[config.mk]
export PLATFORM = sky130hd
export DESIGN_NAME = uart_cmd_ctrl
export DESIGN_NICKNAME = d
export VERILOG_FILES = /design/src/rtl/uart_cmd_ctrl.sv
export SDC_FILE = /design/constraint.sdc
export NUM_CORES = 1
export LEC_CHECK = 0
export BUFFER_PORTS_ARGS = -buffer_cell sky130_fd_sc_hd__buf_4
export CORE_MARGIN = 5
export CORE_UTILIZATION = 45
export CTS_CLUSTER_SIZE = 20
export DETAILED_ROUTE_END_ITERATION = 12
export PLACE_DENSITY = 0.73
export SYNTH_ARGS = -nofsm -noshare
export SYNTH_HDL_FRONTEND = slang
export SYNTH_SLANG_ARGS = --single-unit
[constraint.sdc]
create_clock -name ipClk -period 5.5 [get_ports ipClk]
set_input_delay 1.1 -clock ipClk [delete_from_list [all_inputs] [get_ports ipClk]]
set_output_delay 1.1 -clock ipClk [all_outputs]
set_load 0.01 [all_outputs]
[src/rtl/uart_cmd_ctrl.sv]
// UART command controller: parses A5/CMD/DHI/DLO/CS packets into a 4-entry register file and answers ACK/NAK.
// Define UART_CMD_READBACK_EN to enable read commands; without it, reads are answered with NAK.
module uart_cmd_ctrl #(
  parameter int TIMEOUT_CYCLES = 8680
) (
  input  logic        ipClk,
  input  logic        ipReset,
  input  logic [7:0]  ipRxData,
  input  logic        ipRxValid,
  output logic [7:0]  opTxData,
  output logic        opTxSend,
  input  logic        ipTxBusy,
  output logic [15:0] opFreq,
  output logic [15:0] opAmp,
  output logic [1:0]  opWave,
  output logic        opOutEn,
  output logic        opBusy
);

  localparam logic [3:0] P_HDR    = 4'd0;
  localparam logic [3:0] P_CMD    = 4'd1;
  localparam logic [3:0] P_DHI    = 4'd2;
  localparam logic [3:0] P_DLO    = 4'd3;
  localparam logic [3:0] P_CS     = 4'd4;
  localparam logic [3:0] EXEC     = 4'd5;
  localparam logic [3:0] TX_LOAD  = 4'd6;
  localparam logic [3:0] TX_WBUSY = 4'd7;
  localparam logic [3:0] TX_WDONE = 4'd8;

  localparam logic [7:0] HDR_BYTE = 8'hA5;
  localparam logic [7:0] ACK_BYTE = 8'h06;
  localparam logic [7:0] NAK_BYTE = 8'h15;

  localparam int          IDLE_W    = $clog2(TIMEOUT_CYCLES + 1);
  localparam logic [IDLE_W-1:0] IDLE_LAST = IDLE_W'(TIMEOUT_CYCLES - 1);

  logic [3:0]        state;
  logic              rxPrev;
  logic              rxByte;
  logic [7:0]        cmdReg;
  logic [7:0]        dhiReg;
  logic [7:0]        dloReg;
  logic [7:0]        csReg;
  logic [IDLE_W-1:0] idleCnt;
  logic              inPacket;
  logic              timedOut;
  logic              cmdOk;
  logic              cmdAck;
  logic [7:0]        txBuf [4];
  logic [1:0]        txHead;
  logic [2:0]        txCnt;

  assign rxByte   = ipRxValid && !rxPrev;
  assign inPacket = (state == P_CMD) || (state == P_DHI) || (state == P_DLO) || (state == P_CS);
  assign timedOut = inPacket && !rxByte && (idleCnt == IDLE_LAST);
  assign cmdOk    = (csReg == (cmdReg ^ dhiReg ^ dloReg)) && (cmdReg[6:0] <= 7'd3);
  assign opBusy   = (state != P_HDR);

`ifdef UART_CMD_READBACK_EN
  logic [15:0] readVal;

  assign cmdAck = cmdOk;

  // NOTE: give every always_comb output a default first, or a missed branch infers a latch.
  always_comb begin
    readVal = '0;
    case (cmdReg[1:0])
      2'd0: readVal = opFreq;
      2'd1: readVal = opAmp;
      2'd2: readVal = {14'd0, opWave};
      2'd3: readVal = {15'd0, opOutEn};
    endcase
  end
`else
  assign cmdAck = cmdOk && !cmdReg[7];
`endif

  // Idle counter only runs between bytes of a packet and restarts on every accepted byte.
  always_ff @(posedge ipClk) begin
    if (ipReset || !inPacket || rxByte || timedOut) idleCnt <= '0;
    else                                            idleCnt <= idleCnt + 1'b1;
  end

  // NOTE: the response buffer is data-only and always written before it is read, so it carries no reset.
  always_ff @(posedge ipClk) begin
    if (state == EXEC) begin
      txBuf[0] <= cmdAck ? ACK_BYTE : NAK_BYTE;
      txBuf[1] <= cmdReg;
`ifdef UART_CMD_READBACK_EN
      txBuf[2] <= readVal[15:8];
      txBuf[3] <= readVal[7:0];
`endif
    end
  end

  // NOTE: sequential state uses non-blocking assignments so every register samples pre-edge values.
  always_ff @(posedge ipClk) begin
    if (ipReset) begin
      state    <= P_HDR;
      rxPrev   <= 1'b1;
      cmdReg   <= '0;
      dhiReg   <= '0;
      dloReg   <= '0;
      csReg    <= '0;
      txHead   <= '0;
      txCnt    <= '0;
      opTxData <= '0;
      opTxSend <= 1'b0;
      opFreq   <= '0;
      opAmp    <= '0;
      opWave   <= '0;
      opOutEn  <= 1'b0;
    end else begin
      rxPrev <= ipRxValid;
      case (state)
        P_HDR: if (rxByte && ipRxData == HDR_BYTE) state <= P_CMD;
        P_CMD: begin
          if (rxByte)        begin cmdReg <= ipRxData; state <= P_DHI; end
          else if (timedOut) state <= P_HDR;
        end
        P_DHI: begin
          if (rxByte)        begin dhiReg <= ipRxData; state <= P_DLO; end
          else if (timedOut) state <= P_HDR;
        end
        P_DLO: begin
          if (rxByte)        begin dloReg <= ipRxData; state <= P_CS; end
          else if (timedOut) state <= P_HDR;
        end
        P_CS: begin
          if (rxByte)        begin csReg <= ipRxData; state <= EXEC; end
          else if (timedOut) state <= P_HDR;
        end
        EXEC: begin
          txHead <= '0;
          txCnt  <= 3'd2;
          if (cmdAck && !cmdReg[7]) begin
            case (cmdReg[1:0])
              2'd0: opFreq  <= {dhiReg, dloReg};
              2'd1: opAmp   <= {dhiReg, dloReg};
              2'd2: opWave  <= dloReg[1:0];
              2'd3: opOutEn <= dloReg[0];
            endcase
          end
`ifdef UART_CMD_READBACK_EN
          if (cmdAck && cmdReg[7]) txCnt <= 3'd4;
`endif
          state <= TX_LOAD;
        end
        TX_LOAD: begin
          if (txCnt == 3'd0) begin
            state <= P_HDR;
          end else begin
            opTxData <= txBuf[txHead];
            opTxSend <= 1'b1;
            state    <= TX_WBUSY;
          end
        end
        TX_WBUSY: begin
          if (ipTxBusy) begin
            opTxSend <= 1'b0;
            state    <= TX_WDONE;
          end
        end
        TX_WDONE: begin
          if (!ipTxBusy) begin
            txHead <= txHead + 1'b1;
            txCnt  <= txCnt - 1'b1;
            state  <= TX_LOAD;
          end
        end
        default: state <= P_HDR;
      endcase
    end
  end

endmodule

==> results.yml <==
placed_design:
  io_buffers: 56
  place.gp.congestion: 0.8636
  dpl.hpwl_mm: 7.130
  post_dp_cell_area_sq_um: 5233
pwr:
  p_leak_nw: 2.137
  vdd_ir_drop_max_mv: 0.1649
  powerDensity_nw_per_um2: 243.8
sta:
  skew_ns: 0.007166
  fin_setup_tns_ns: 0
  fmax_mhz: 342.2
  timing.slew.headroom_pct: 29.21
  rsz0062_at_grt: "no"
  drv_slew: 0
  setup_viol: 0
  timing_hold_violations_final: 0
  worstMarginPinSlew_ns: 1.053
  fin_crit_sh_pct: 53.13
  holdWs_ns: 0.4551
  period_minus_slack_ns: 2.922
min_path:
  min_from: "idleCnt[0]"
  min_path_type: "flip-flop to flip-flop"
cells_and_area:
  diodes: 0
  syn_to_final_growth_pct: 14.02
  drive_gt1_share_pct: 15.37
  fin_nets: 550
  final_util_pct: 52.72
  final_design_area_no_fill_sq_um: 5443
die:
  die_y_um: 113.0
  initial_core_util_pct: 46.24
  fp-row-count: 37
  ios: 57
  die_area_sq_um: 12770
  core_sq_um: 10320
  fp.dieW_um: 113.0
synthesis:
  ys_seq_area_share_pct: 47.81
  synth_nets: 513
  synth_edf_count: 10
  synth_area_leader_cell: "dfxtp_1"
  ys_seq_elements: 109
  synth.distinct_cells: 50
  syn_avg_cell_area_sq_um: 9.585
  yosysWarnings: 0
  synthArstFlopShare_pct: 0
  synth-main-ff-cell: "dfxtp_1"
  syn_inst: 498
  syn-cell-area_sq_um: 4773
  yosysTopAreaCellShare_pct: 41.52
  synth_area_leaders: "dfxtp_1 (42%), mux2i_1 (11%), nand2b_1 (6.7%)"
drt:
  routed-via-count: 3528
  via_per_inst: 5.219
  antenna_left: 0
  routed_wl_mm: 10.09
  drc: 0
  post_drt_wl_per_cell_um: 14.92
  drt_iter0_markers: 220
  drt_first_pass_iters: 4
worst_setup_path:
  rr_startpoint: "state[2]"
  critPathKind: "flip-flop to output port"
  cp_max_fo: 14
  critPathMaxStageDelay_ns: 0.60
  start_kind: "flip-flop"
  cp.required_ns: 4.40
  cp-end-kind: "output port"
  cp_data_arrival_time_ns: 1.82
  cpMaxStageDelayCell: "nor2_1"
  crit_chain: "nor2_1, nand2_1, buf_4"
  startpoint: "state[0]"
cts:
  cts.sink_count: 109
  post_cts_buffers: 0
  h-tree-depth: 3
  clockBufferDepth: 2
  clkLatencyLatePin_ns: 0.36
  cts_buffers: 9
  root_buffer: "clkbuf_8"
  ctsHoldBuffers: 0
  cts_tree: "done"
  cts.clk_slew.worst_paths_ns: 0.09
  cts_resized: 0
global_route:
  antenna_found_initial: 0
  grt_util_all_layers_pct: 15.77
  overflow: 0
  grt_max_degree: 101
  grt_pass1_wl_mm: 16.33
  grt_pass1_vias: 3356
run:
  maxCapViolCount: 0
run_status:
  status: "finished clean"
==> flip-flops by register name, indices dropped and copies added, names as in the netlist, 8 cells and up <==
name      count
dhiReg        8
txBuf        10
idleCnt      14
cmdReg        8
opFreq       16
opAmp        16
csReg         8
opTxData      8
dloReg        8
==> critical path, delay by kind of cell (launching register included) <==
kind	cells	cell delay [ns]
flip-flops	1	0.45
AND/OR/NAND/NOR	2	0.82
buffers and inverters	1	0.19
==> synth_stat cells (2+ instances only) <==
library cell / instances
a21oi_1: 28
or2b_1: 2
or4b_2: 2
buf_2: 3
nor4_1: 4
xor2_1: 11
buf_6: 2
xnor2_1: 14
mux2i_1: 52
and3_1: 4
nand4_1: 5
nand2b_1: 51
xnor3_1: 4
nor3_1: 12
nand2_1: 34
nor2_1: 61
a211oi_1: 3
inv_1: 7
clkbuf_1: 25
edfxtp_1: 10
nor2b_1: 4
nand3b_1: 3
dfxtp_1: 99
nand3_1: 30
ha_1: 3
==> routing by layer <==
| layer | part of all wire, % | vias up | global-route usage [%] |
|---|---|---|---|
| li1 | - | 1770 | - |
| met3 | 5.4 | 13 | 3.048 |
| met5 | 0 | - | 0 |
| met2 | 49 | 78 | 25.91 |
| met4 | 1.5 | 0 | 6.090 |
| met1 | 44 | 1667 | 20.54 |
==> where the power goes <==
| group | internal, mW | leakage (nW) | switching, mW |
|---|---|---|---|
| Sequential | 0.799 | 0.875 | 0.000190 |
| Clock | 0.235 | 0.102 | 0.263 |
| Combinational | 0.0121 | 1.16 | 0.0167 |
==> layout make-up <==
type,count,area [sq um]
clock buffer,11,151.4
clock inverter,5,58.81
fill,929,4881
inverter,7,26.28
multi-input combinational,351,2326
sequential,109,2282
tap,136,170.2
timing repair buffer,57,427.9
==> final timing paths <==
check | end | slack, ns | depth (start not counted)
max reg2reg | opAmp[12] | 2.79 | 6
min | idleCnt[0] | 0.46 | 1
min reg2reg | idleCnt[0] | 0.46 | 1
max | opBusy | 2.58 | 3
==> cell usage in the layout (no fill, tap or decap), types with 5 or more instances in the layout <==
cell type,instances
a21oi_1,28
buf_4,57
clkbuf_8,11
dfxtp_1,99
edfxtp_1,10
inv_1,7
mux2i_1,52
nand2_1,34
nand2b_1,51
nand3_1,30
nand4_1,5
nor2_1,61
nor3_1,12
xnor2_1,14
xor2_1,11
==> cell families (layout without fill, tap and decap cells) <==
logic type	Yosys count	in the layout	share of synthesized area, %
buffers and inverters	38	80	3.722
adders and majority gates	3	3	0.7865
xor gates and xnor gates	29	29	6.475
and+or+nand+nor	223	223	24.19
DFF	109	109	47.81
AOI/OAI and AO/OA	44	44	6.108
muxes	52	52	10.90
==> per-stage QoR <==
stage | instances | worst slack (ns) | power, mW
after CTS | 676 | 2.558 | 1.336
after floorplan | 498 | 3.035 | 0.8337
after global routing | 676 | 2.426 | 1.376
after global placement | 660 | 2.714 | 0.8461
final | 676 | 2.578 | 1.327
after detailed placement | 660 | 2.681 | 0.8465
(Power assumes the default switching activity.)
